### config.mk
export PLATFORM = sky130hd
export DESIGN_NAME = alu_operand_stage
export DESIGN_NICKNAME = d
export VERILOG_FILES = /design/src/rtl/alu_operand_stage.sv
export SDC_FILE = /design/constraint.sdc
export NUM_CORES = 1
export LEC_CHECK = 0
export CAP_MARGIN = 25
export CORE_MARGIN = 2
export CORE_UTILIZATION = 40
export CTS_BUF_LIST = sky130_fd_sc_hd__clkbuf_8 sky130_fd_sc_hd__clkbuf_16
export DETAILED_ROUTE_END_ITERATION = 7
export GPL_TIMING_DRIVEN = 1
export PLACE_DENSITY = 0.87
export SYNTH_ARGS = -nofsm -noshare
export SYNTH_HDL_FRONTEND = slang
export SYNTH_SLANG_ARGS = --single-unit
### constraint.sdc
create_clock -name clk -period 3.8 [get_ports clk]
set_clock_uncertainty 0.2 [all_clocks]
set_input_delay 0.76 -clock clk [delete_from_list [all_inputs] [get_ports clk]]
set_output_delay 0.76 -clock clk [all_outputs]
set_load 0.01 [all_outputs]
### src/rtl/alu_operand_stage.sv
// Operand stage: resolves rs1/rs2 through the forwarding network, stalls on in-flight loads,
// and registers op_a/op_b/store_data behind a valid/ready handshake.
module alu_operand_stage #(
    parameter int XLEN    = 32,
    parameter int NUM_FWD = 2
) (
    input  logic                     clk,
    input  logic                     rst_n,
    input  logic                     in_valid,
    output logic                     in_ready,
    input  logic [4:0]               rs1_addr,
    input  logic [4:0]               rs2_addr,
    input  logic [XLEN-1:0]          reg_data_a,
    input  logic [XLEN-1:0]          reg_data_b,
    input  logic [XLEN-1:0]          imm_value,
    input  logic [XLEN-1:0]          pc,
    input  logic                     reg_b_select,
    input  logic                     pc_a_select,
    input  logic [NUM_FWD-1:0]       fwd_valid,
    input  logic [5*NUM_FWD-1:0]     fwd_rd,
    input  logic [XLEN*NUM_FWD-1:0]  fwd_data,
    input  logic [NUM_FWD-1:0]       fwd_pending,
    input  logic                     flush,
    output logic                     out_valid,
    input  logic                     out_ready,
    output logic [XLEN-1:0]          op_a,
    output logic [XLEN-1:0]          op_b,
    output logic [XLEN-1:0]          store_data,
    output logic                     hazard_stall
);

    // Source 0 is rs1, source 1 is rs2; both go through identical resolution logic.
    logic [4:0]      src_addr  [2];
    logic [XLEN-1:0] src_rf    [2];
    logic [XLEN-1:0] src_value [2];
    logic [1:0]      src_hazard;

    assign src_addr[0] = rs1_addr;
    assign src_addr[1] = rs2_addr;
    assign src_rf[0]   = reg_data_a;
    assign src_rf[1]   = reg_data_b;

    generate
        for (genvar gi = 0; gi < 2; gi++) begin : g_src
            logic [NUM_FWD-1:0] hit;
            logic [NUM_FWD-1:0] pend;

            for (genvar gj = 0; gj < NUM_FWD; gj++) begin : g_fwd
                logic rd_match;
                assign rd_match  = (fwd_rd[gj*5 +: 5] == src_addr[gi]) && (src_addr[gi] != 5'd0);
                assign hit[gj]   = fwd_valid[gj]   && rd_match;
                assign pend[gj]  = fwd_pending[gj] && rd_match;
            end

            // Walk from oldest to youngest so the lowest index has the final word;
            // a younger valid result hides an older pending load.
            always_comb begin
                src_value[gi]  = src_rf[gi];
                src_hazard[gi] = 1'b0;
                for (int i = NUM_FWD - 1; i >= 0; i--) begin
                    if (hit[i]) begin
                        src_value[gi]  = fwd_data[i*XLEN +: XLEN];
                        src_hazard[gi] = 1'b0;
                    end
                    if (pend[i]) begin
                        src_hazard[gi] = 1'b1;
                    end
                end
                if (src_addr[gi] == 5'd0) begin
                    src_value[gi] = '0;
                end
            end
        end
    endgenerate

    // rs2 always feeds store_data, so it is treated as used regardless of reg_b_select.
    logic rs1_used;
    assign rs1_used     = !pc_a_select;
    assign hazard_stall = in_valid && ((rs1_used && src_hazard[0]) || src_hazard[1]);

    logic            out_valid_reg;
    logic [XLEN-1:0] op_a_reg;
    logic [XLEN-1:0] op_b_reg;
    logic [XLEN-1:0] store_data_reg;
    logic            load;

    assign in_ready = (!out_valid_reg || out_ready) && !hazard_stall;
    assign load     = in_valid && in_ready && !flush;

    always_ff @(posedge clk or negedge rst_n) begin
        if (!rst_n) begin
            out_valid_reg  <= 1'b0;
            op_a_reg       <= '0;
            op_b_reg       <= '0;
            store_data_reg <= '0;
        end else if (flush) begin
            out_valid_reg <= 1'b0;
        end else if (load) begin
            out_valid_reg  <= 1'b1;
            op_a_reg       <= pc_a_select  ? pc           : src_value[0];
            op_b_reg       <= reg_b_select ? src_value[1] : imm_value;
            store_data_reg <= src_value[1];
        end else if (out_ready) begin
            out_valid_reg <= 1'b0;
        end
    end

    assign out_valid  = out_valid_reg;
    assign op_a       = op_a_reg;
    assign op_b       = op_b_reg;
    assign store_data = store_data_reg;

endmodule

==> results.py <==
metrics = {
    "route": {
        "dr.pass1.iters": 6,
        "viasPerCell": 5.84,
        "antenna_left": 0,
        "drt_iter0_markers": 823,
        "vias": 7386,
        "wire_per_inst_um": 22.8,
        "wl_um": 28800,
        "drc": 0,
    },
    "placed_design": {
        "place_area_mm2": 0.0103,
        "port_buffers": 321,
        "gp_congestion": 0.996,
        "dp.final_hpwl_um": 21900,
    },
    "finish": {
        "drive_above_1_share": 0.142,
        "antenna_cells": 0,
        "nNetsFinal": 1266,
        "area_growth_pct": 63.3,
        "final_common_cell": "clkdlybuf4s50_1",
        "fin_area_mm2": 0.0107,
        "final_cell_mix": "clkdlybuf4s50_1, dfrtp_1, inv_1",
    },
    "grt": {
        "grt_overflow": 0,
        "grt_pass1_wl_um": 43400,
        "grt_util_all_layers": 0.324,
        "antenna_found_initial": 0,
        "grt_max_degree": 54,
        "grt_pass1_vias": 7352,
    },
    "synth": {
        "ys_seq_area_frac": 0.372,
        "synth_seq_cells": 97,
        "syn-cell-area_mm2": 0.00653,
        "synth.distinct_cells": 44,
        "yosys.area.top_type_share": 0.372,
        "synth_edf_count": 0,
        "syn-num-nets": 934,
        "syn_inst": 711,
        "synthFlopType": "dfrtp_1",
        "synthTopCellsByArea": "dfrtp_1, mux2_2, inv_1",
        "syn_avg_cell_area_um2": 9.18,
        "yosysWarnings": 0,
        "synth_area_leader_cell": "dfrtp_1",
        "async_reset_ff_frac": 1.00,
    },
    "cts": {
        "clk_latency_ns": 0.35,
        "cts_buffer_depth": 2,
        "cts.sinks": 97,
        "holdBufCountCts": 0,
        "path_clk_slew_ns": 0.07,
        "cts_htree_levels": 3,
        "numCtsBuffers": 9,
        "cts_tree": "done",
        "cts_root_buffer": "clkbuf_16",
    },
    "run_status": {
        "status": "complete, no violations",
    },
    "setup_path": {
        "reg2reg_from": "out_valid$_DFFE_PN0P_",
        "crit_required_ns": 2.84,
        "critPathArrivalTime_ns": 2.72,
        "reg2reg_slack_ns": 2.15,
        "worstPathMaxFanout": 3,
        "reg2reg_depth": 4,
        "crit_type": "in -> out",
        "reg2reg_to": "store_data[30]$_DFFE_PN0P_",
        "critPathCaptureType": "output pin",
        "start_kind": "input port",
    },
    "timing": {
        "hold_viol": 0,
        "finalSetupViolCount": 0,
        "rsz0062_at_grt": "no",
        "min_period_ns": 3.68,
        "max_freq_ghz": 0.272,
        "post-route-period-util": 0.967,
        "worstMarginPinSlew_ns": 0.889,
        "whs_ns": 0.234,
        "slew_violations": 0,
        "maxSlewHeadroom": 0.407,
    },
    "floorplan": {
        "die_h_um": 132,
        "core_area_mm2": 0.0159,
        "start_util": 0.409,
        "dieArea_mm2": 0.0174,
        "placementRows": 46,
        "die_x_um": 132,
        "ios": 322,
    },
    "power_and_ir_drop": {
        "internal_power_mw": 2.68,
        "p_switching_mw": 1.25,
        "p_comb_frac": 0.408,
        "peakVddDrop_mv": 0.232,
        "p_per_area_mw_per_mm2": 369,
        "p_leak_nw": 4.50,
        "pwr-share-clk": 0.235,
        "netSwitchingFraction": 0.318,
        "power_frac_seq": 0.358,
    },
    "worst_hold_path": {
        "hold_class": "in -> async",
    },
    "flow_run": {
        "maxCapViolations": 0,
    },
}
## through the flow
step / power (mW) / utilization / cells / setup WS [ns] / TNS, ns
finish: 3.93 / 0.668 / 1264 / 0.124 / 0
detailed placement: 3.01 / 0.648 / 1245 / -0.555 / -0.981
CTS: 3.94 / 0.668 / 1263 / 0.00827 / 0
floorplan: 2.01 / - / 711 / 0.400 / 0
global placement: 2.98 / 0.648 / 1245 / -0.502 / -0.916
global route: 4.10 / 0.668 / 1264 / 0.00550 / 0
## worst max-delay path: stages
cell and delay [ns]:
clkdlybuf4s50_1 0.42, or4_4 0.44, o211a_1 0.25, o2111a_1 0.14, a221o_1 0.28, nand2b_4 0.15
and2_1 0.15, buf_2 0.13
## power by group through the flow
stage / logic [mW] / clock network, mW / registers (mW)
after floorplan: 0.482 / 0 / 1.53
after global placement: 1.56 / 0 / 1.41
after detailed placement: 1.59 / 0 / 1.42
after global routing: 1.69 / 0.976 / 1.43
after CTS: 1.60 / 0.939 / 1.41
final: 1.60 / 0.924 / 1.41
## synthesized netlist by cell type, types with 4 or more instances
master,instances
nand4_1,9
o32ai_1,32
o211ai_1,26
xor2_1,6
nand3_1,5
clkbuf_1,56
nor3_1,57
a211oi_1,9
buf_2,8
dfrtp_1,97
inv_1,89
a221oi_1,23
nor2_1,37
a32oi_1,24
nand2_1,4
mux2_2,50
or3_1,26
a21oi_1,9
xnor2_1,14
and3_1,7
mux2i_1,32
a31oi_1,8
mux2_1,14
nor4_1,4
o31ai_1,40
## worst max-delay path by stage
| stage | start | endpoint |
|---|---|---|
| floorplan | rs2_addr[1] | in_ready |
| global placement | rs2_addr[1] | in_ready |
| detailed placement | rs2_addr[1] | in_ready |
| CTS | rs2_addr[0] | in_ready |
| global route | rs2_addr[0] | hazard_stall |
| finish | rs2_addr[0] | hazard_stall |
## final cells by class
type / count / area (um^2)
clock buffers: 10 / 239
repair buffers: 391 / 3830
inverters: 90 / 338
multi-input cells: 454 / 3500
clock inverters: 6 / 57.6
flip-flops and latches: 97 / 2430
well taps: 216 / 270
fillers: 1293 / 5290
## layer usage
| layer | GRT usage | share of wire |
|---|---|---|
| met2 | 0.499 | 0.44 |
| met4 | 0.117 | 0.036 |
| met3 | 0.0684 | 0.094 |
| met5 | 0 | 0 |
| met1 | 0.451 | 0.42 |
## repair_timing
item / 4_1_cts / 5_1_grt
buffers inserted: 2 / 1
hold endpoints to repair: 0 / 0
endpoints found under the setup margin: 2 / 2
gates resized for setup: 12 / 2
pin swaps: 5 / 2
## logic make-up (layout without fill, tap and decap cells)
kind of cell | Yosys count | after routing | synth area share
buf+inv | 160 | 497 | 0.0958
simple gates | 161 | 161 | 0.132
xor+xnor | 20 | 20 | 0.0268
flops | 97 | 97 | 0.372
mux | 96 | 96 | 0.159
compound gates | 177 | 177 | 0.214
No activity file was read; power rests on OpenSTA's default activity.
